**src/rtl/bcd_multi_digit_counter.sv**
```systemverilog
// Multi-digit BCD up/down counter with IDLE/RUN/EXPIRED control and a one-cycle expiry pulse.
// Optional BCD_LOAD_CLAMP_EN: clamp out-of-range load digits to their digit max.
module bcd_digit_step #(
  parameter logic [3:0] MAX = 4'd9
) (
  input  logic [3:0] i_d,
  input  logic       i_cin,
  input  logic       i_up,
  output logic [3:0] o_d,
  output logic       o_cout
);
  // Illegal digits (> MAX) roll to 0 with carry when counting up; a down step
  // is a plain decrement and borrows only once the digit reaches 0.
  always_comb begin
    o_d    = i_d;
    o_cout = 1'b0;
    if (i_cin) begin
      if (i_up) begin
        if (i_d >= MAX) begin
          o_d    = 4'd0;
          o_cout = 1'b1;
        end else begin
          o_d = i_d + 4'd1;
        end
      end else begin
        if (i_d == 4'd0) begin
          o_d    = MAX;
          o_cout = 1'b1;
        end else begin
          o_d = i_d - 4'd1;
        end
      end
    end
  end
endmodule

module bcd_multi_digit_counter #(
  parameter int DIGITS = 4,
  parameter int MM_SS  = 0,
  parameter int WRAP   = 0
) (
  input  logic                clk,
  input  logic                resetN,
  input  logic                ena,
  input  logic                ena_cnt,
  input  logic                up_dn,
  input  logic                start,
  input  logic                stop,
  input  logic                loadN,
  input  logic [4*DIGITS-1:0] datain,
  output logic [4*DIGITS-1:0] count,
  output logic                tc,
  output logic                running,
  output logic                expired
);
  typedef enum logic [1:0] {IDLE, RUN, EXPIRED} state_t;

  state_t              r_state;
  logic [4*DIGITS-1:0] r_count;
  logic                r_expired;

  logic [4*DIGITS-1:0] w_next;
  logic [4*DIGITS-1:0] w_max_val;
  logic [4*DIGITS-1:0] w_load_val;
  logic [4*DIGITS-1:0] w_end_val;
  logic [DIGITS:0]     w_carry;
  logic                w_at_end;
  logic                w_next_end;
  logic                w_tick;

  assign w_carry[0] = 1'b1;

  // Carry/borrow ripples through the whole digit chain within one cycle.
  for (genvar gi = 0; gi < DIGITS; gi++) begin : g_dig
    localparam logic [3:0] DMAX = (MM_SS != 0 && gi == 1) ? 4'd5 : 4'd9;
    bcd_digit_step #(.MAX(DMAX)) u_step (
      .i_d    (r_count[4*gi +: 4]),
      .i_cin  (w_carry[gi]),
      .i_up   (up_dn),
      .o_d    (w_next[4*gi +: 4]),
      .o_cout (w_carry[gi+1])
    );
    assign w_max_val[4*gi +: 4] = DMAX;
`ifdef BCD_LOAD_CLAMP_EN
    assign w_load_val[4*gi +: 4] = (datain[4*gi +: 4] > DMAX) ? DMAX : datain[4*gi +: 4];
`else
    assign w_load_val[4*gi +: 4] = datain[4*gi +: 4];
`endif
  end

  assign w_end_val  = up_dn ? w_max_val : '0;
  assign w_at_end   = (r_count == w_end_val);
  assign w_next_end = (w_next == w_end_val);
  assign w_tick     = ena & ena_cnt & (r_state == RUN);

  always_ff @(posedge clk or negedge resetN) begin
    if (!resetN) begin
      r_state   <= IDLE;
      r_count   <= '0;
      r_expired <= 1'b0;
    end else begin
      r_expired <= 1'b0;
      if (!loadN) begin
        r_count <= w_load_val;
        if (r_state == EXPIRED) r_state <= IDLE;
      end else if (stop) begin
        if (r_state == RUN) r_state <= IDLE;
      end else if (start) begin
        if (r_state != RUN) r_state <= RUN;
      end else if (w_tick) begin
        // Without wrap, a tick at the end value re-expires in place.
        if (WRAP == 0 && w_at_end) begin
          r_expired <= 1'b1;
          r_state   <= EXPIRED;
        end else begin
          r_count <= w_next;
          if (w_next_end) begin
            r_expired <= 1'b1;
            if (WRAP == 0) r_state <= EXPIRED;
          end
        end
      end
    end
  end

  assign count   = r_count;
  assign tc      = w_at_end;
  assign running = (r_state == RUN);
  assign expired = r_expired;
endmodule

```
**config.mk**
```make
export PLATFORM = sky130hd
export DESIGN_NAME = bcd_multi_digit_counter
export DESIGN_NICKNAME = d
export VERILOG_FILES = /design/src/rtl/bcd_multi_digit_counter.sv
export SDC_FILE = /design/constraint.sdc
export NUM_CORES = 1
export LEC_CHECK = 0
export BUFFER_PORTS_ARGS = -buffer_cell sky130_fd_sc_hd__buf_4
export CAP_MARGIN = 20
export CORE_UTILIZATION = 56
export CTS_CLUSTER_DIAMETER = 200
export DETAILED_ROUTE_END_ITERATION = 6
export PLACE_DENSITY = 0.81
export SYNTH_ARGS = -nofsm -noshare
export SYNTH_HDL_FRONTEND = slang
export SYNTH_SLANG_ARGS = --single-unit
```
**constraint.sdc**
```tcl
create_clock -name clk -period 3.58 [get_ports clk]
set_clock_uncertainty 0.2 [all_clocks]
set_input_delay 0.179 -clock clk [delete_from_list [all_inputs] [get_ports clk]]
set_output_delay 0.179 -clock clk [all_outputs]
set_load 0.02 [all_outputs]
```
Word-level counts from Yosys, hierarchy flattened
Index checks and enable logic that the tools add are counted.

Add/sub/neg operators: 8. Multipliers: 0. Div/mod/pow operators: 0. Order comparisons: 4. Equality and inequality tests: 13. Shift-type cells: 0. Mux-type cells: 47. Bitwise gates (word level): 2. Reduce and logical (&&, ||, !) cells: 7.

Operator list (count): $mux W16 (6); $mux W4 (15); $eq A16 B16 Y1 (2); $mux W2 (9); $mux W1 (17); $add A4 B1 Y4 const B (4); $ge A4 B4 Y1 const B (4); $logic_not A4 Y1 (4); $sub A4 B1 Y4 const B (4); $ne A4 B3 Y1 const B (2); $ne A2 B2 Y1 const B (3); $ne A5 B3 Y1 const B (1); $reduce_and A5 Y1 (1); $ne A2 B1 Y1 const B (2); $reduce_and A4 Y1 (1); $ne A3 B2 Y1 const B (1); $and A1 B1 Y1 (2); $eq A2 B1 Y1 const B (1); $eq A2 B2 Y1 const B (1); $reduce_bool A2 Y1 (1).

Register bits: 19. Latch bits: 0. RAM bits: 0. Memory bits (read-only): 0. Bits of input ports: 24. Output and inout bits: 19. Word-level logic and storage cells: 84. Memories kept: 0.

Longest topological paths before layout
Word-level depth: 13. Gate-level depth with buffers: 12. Mapped depth without buffers: 9.

Modules after synthesis
Synthesis repeated with hierarchy kept, for this count alone.

Cells, all modules: 246. Area, all modules: 2233.4 µm².

Modules (own cells, without submodules): bcd_digit_step (times used 4, cells an instance 38, area an instance 290.3 µm², seq. area each 0.0 µm²); bcd_multi_digit_counter (times used 1, cells an instance 94, area an instance 1072.3 µm², seq. area each 475.5 µm²).

Worst setup path after synthesis
Ideal clock, no wire load.

Kind: register to register. Start: reg r_count[8], in the netlist count[8]. End: reg r_state[0]. Setup time: 0.118 ns. Data arrival time: 3.034 ns. Data required time: 3.262 ns. Setup slack: 0.228 ns. Stages on the path, launching flop included: 13. Path buffers: 3. Clock period less this slack: 3.352 ns. Cells stage by stage: dfrtp_1 clkbuf_1 inv_1 ha_1 buf_2 or3b_2 clkbuf_1 a31oi_1 or3_4 or3_4 a2111oi_4 o211ai_1 a21o_1.

Word-level cells in the longest chain between the ends: 8. Elaborated cells between the ends (all ways): 22. Classes of those cells: add/sub (2); order compare (1); eq/ne (3); mux (14); reduce/logical (2).

Ends and longest elaborated chain: from (decl) (line 59) `logic [4*DIGITS-1:0] r_count;`; from (signal assigned) (line 104) `r_count <= w_load_val;`; from (signal assigned) (line 116) `r_count <= w_next;`; $ge A4 B4 Y1 / $logic_not A4 Y1 (equally long branches) (line 19, 26); $mux W1, on equally long branches (line 19, 26); $mux W1 (line 18) `if (i_up) begin`; $mux W1 (line 17) `if (i_cin) begin`; $mux W4 (line 17); $eq A16 B16 Y1 (line 93) `assign w_next_end = (w_next == w_end_val);`; $ne A5 B3 Y1 (no source line); $reduce_and A5 Y1 (no source line); to (signal assigned) (line 98) `r_state <= IDLE;`; to (signal assigned) (line 105) `if (r_state == EXPIRED) r_state <= IDLE;`; to (signal assigned) (line 107) `if (r_state == RUN) r_state <= IDLE;`; to (decl) (line 58) `state_t r_state;`.

Parallel ways exist; a longest one is shown, timed or not. The select of a mux whose other input is x is not followed. A chain may end at the register's enable or synchronous reset.

Final worst setup path
Start: reg r_count[5], in the netlist count[5]. End: reg r_state[0].

Word-level cells in the longest chain between the ends: 9. Elaborated cells between the ends (all ways): 24. Classes of those cells: add/sub (2); order compare (1); eq/ne (3); mux (16); reduce/logical (2).

Ends and longest elaborated chain (line): $ge A4 B4 Y1 / $logic_not A4 Y1 (equally long branches) (19, 26); $mux W1, on equally long branches (19, 26); $mux W1 (18); $mux W1 (2 in a row) (17); $mux W4 (17); $eq A16 B16 Y1 (93); $ne A5 B3 Y1 (no source line); $reduce_and A5 Y1 (no source line).

Parallel ways exist; a longest one is shown, timed or not. The select of a mux whose other input is x is not followed.

==> summary.txt <==
Status
  – Outcome: completed

Worst setup path
  – WP data required: 3.54 ns
  – Register-to-register path setup slack: 0.23 ns
  – Critical Path, Cell by Cell: inv_1, ha_1, or3b_2, a31oi_2, or3_4, mux2_2, nor4_1, o211ai_1, a21o_1
  – Slowest CP cell: or3b_2
  – Max stage delay on crit path: 0.54 ns
  – WS Path Type: flip-flop to flip-flop
  – Crit path max fanout: 8
  – Critical Path Source Type: flip-flop
  – Buf+Inv Stages, Crit Path: 1
  – Critical path arrival: 3.31 ns
  – Critical path endpoint category: flip-flop
  – CP delay by family, top: simple AND/OR/NAND/NOR gates

Finish
  – Fill cells: 300
  – Sequential cell area: 475 um2
  – Share of post-route cells with drive strength above 1: 26.2%
  – Area Growth Syn to Fin: 26.5%
  – Post-route cell area: 2810 um2
  – Multi-input logic area: 1580 um2
  – Number of diodes: 0
  – Nets: 370

Route
  – First-pass DRT Iterations: 4
  – Drt total wl: 6350 um
  – Vias: 2373
  – DR WL/cell: 16.7 um
  – Initial DRC count: 220
  – Remaining DRCs: 0
  – Post-route ant nets: 0
  – Vias per cell: 6.24

STA
  – Slew Viols, Final: 0
  – Final hold violations: 0
  – RSZ-0062 raised after global routing: false
  – Final worst-path cycle share: 93.6%
  – Rel. slew slack: 55.1%
  – Final setup margin: 0.229 ns
  – Setup Viol. Count Final: 0
  – Slew of the pin with the lowest slew margin: 0.674 ns
  – TNS Setup: 0 ns
  – Peak Freq: 298 MHz
  – Final min period: 3.35 ns

Synth
  – Sequential element share of the synthesized area: 21.4%
  – Post-Syn Instances: 279
  – Most frequent cells after synthesis: 23 x a21oi_1, 22 x nor2_1, 19 x dfrtp_1
  – Synth area leader: dfrtp_1
  – Net count after synthesis: 316
  – Count leader, synth: a21oi_1
  – Cell area after synthesis: 2220 um2
  – Synth cell types: 53
  – EDFF count, synth: 0
  – Synth warn: 0
  – Synth top area cells: dfrtp_1 21%, ha_1 7.3%, mux2_2 7.1%, a21oi_1 5.2%, o21ai_0 3.8%
  – Prevailing post-synth register cell: dfrtp_1
  – Share of the synthesized area in the top cell type: 21.4%
  – Syn Area/Cell: 7.96 um2
  – FFs w/ async S/R, synth: 100%
  – Yosys reg bits: 19

Clock tree
  – CTS Buf Count: 3
  – Clk slew on worst S/H paths: 0.10 ns
  – CTS max path bufs: 2
  – Worst skew pair latency: 0.27 ns
  – H-tree depth: 1
  – CTS tree: done
  – Root Driver: clkbuf_8
  – Clk sink count: 19
  – # Post-CTS Setup Buffers: 0

Floorplanning
  – Starting Density: 59.3%
  – Total core area: 3740 um2
  – IO Pins: 43
  – Row count: 22
  – Die Y: 65.0 um
  – Die W: 65.0 um
  – Die ar.: 4220 um2

Global route
  – Met3 Usage GRT: 5.11%
  – Initial antenna violation count: 0
  – Grt met2 use: 52.7%
  – GRT Total Usage: 31.5%
  – M1 GR Usage: 40.9%
  – Pin count of the biggest net entering global routing: 42
  – GR peak layer: met2
  – Gr ovfl total: 0
  – First-pass GRT wire length: 10300 um
  – Vias in the first global route: 2180

Flow run
  – Max-cap viol count: 0

Place
  – DP Wirelength: 4290 um
  – Post-DP Area: 2560 um2
  – RePlAce Congestion: 0.932
  – IO Port Bufs: 42
  – Worst slack, placed: 0.256 ns

Power
  – PwrDens: 298 nW/um2
  – Leak: 1.19 nW
  – Worst VDD drop: 0.339 mV

Worst hold path
  – Min-delay worst type: primary input to flip-flop
-- placed cells by master (no fill, tap or decap), types with 13 or more instances in the layout --
cell,n
dfrtp_1,19
mux2_2,14
ha_1,13
inv_1,18
buf_4,51
dlygate4sd3_1,19
nor2_1,22
nand2_1,18
a21oi_1,23
o21ai_0,17
-- cell type report --
class                   instances  share of cell area (%)
multi-input cells             221                    56.4
well taps                      48                    2.14
flip-flops and latches         19                    16.9
repair buffers                 70                    20.4
clock inverters                 1                   0.267
clock buffers                   3                    1.47
inverters                      18                    2.41
-- per-layer routing --
layer | vias up | routed length, um
met1 | 1106 | 2700
met2 | 112 | 3090
met4 | 0 | 145
li1 | 1137 | -
met5 | - | 0
met3 | 18 | 413
-- worst reg2reg max path: stages (launching register included) --
cell and delay [ns]:
dfrtp_1 0.46, inv_1 0.16, ha_1 0.29, or3b_2 0.54
a31oi_2 0.33, or3_4 0.21, mux2_2 0.33, nor4_1 0.34
o211ai_1 0.17, a21o_1 0.20
-- repair_timing --
action	CTS	global route
setup endpoints to repair	0	1
gates resized for setup	0	1
hold buffers	19	0
hold endpoints to repair	36	0
-- state kept, by name (all words and copies together), names as in the netlist --
register and cells:
count 16, expired 1, r_state 2
-- metrics by stage --
stage | instances | util, % | total power, W | hold slack, ns
final | 380 | 75.0 | 0.000837 | 0.0977
after global placement | 357 | 68.4 | 0.000631 | -0.123
after floorplan | 279 | - | 0.000519 | -0.317
after CTS | 380 | 74.8 | 0.000824 | 0.0937
after global routing | 380 | 75.0 | 0.000883 | 0.126
after detailed placement | 357 | 68.4 | 0.000639 | -0.123
-- final timing paths --
path / startpoint / to / cells past startpoint
worst max-delay path: count[5] / r_state[0] / 9
worst min-delay path: loadN / expired / 3
worst max register to register: count[5] / r_state[0] / 9
worst min register to register: r_state[1] / r_state[1] / 2
max in group asynchronous: resetN / count[1] / 2
min in group asynchronous: resetN / count[11] / 2
-- cells by family (layout without fill, tap and decap cells) --
kind of cell	count (synthesis)	count (layout)	share of synthesized area, %
fa+ha+maj	13	13	7.33
buf+inv	39	92	7.55
mux	21	21	10.3
simple gates	96	96	25.4
xor+xnor	1	1	0.395
compound gates	90	90	27.6
flops	19	19	21.4
-- where the power goes --
part           switching [W]  internal (W)  leakage, nW
combinational       0.000203      0.000174        0.945
clock              0.0000944     0.0000789       0.0217
sequential         0.0000512      0.000235        0.225
Power figures use the tool's default switching activity.
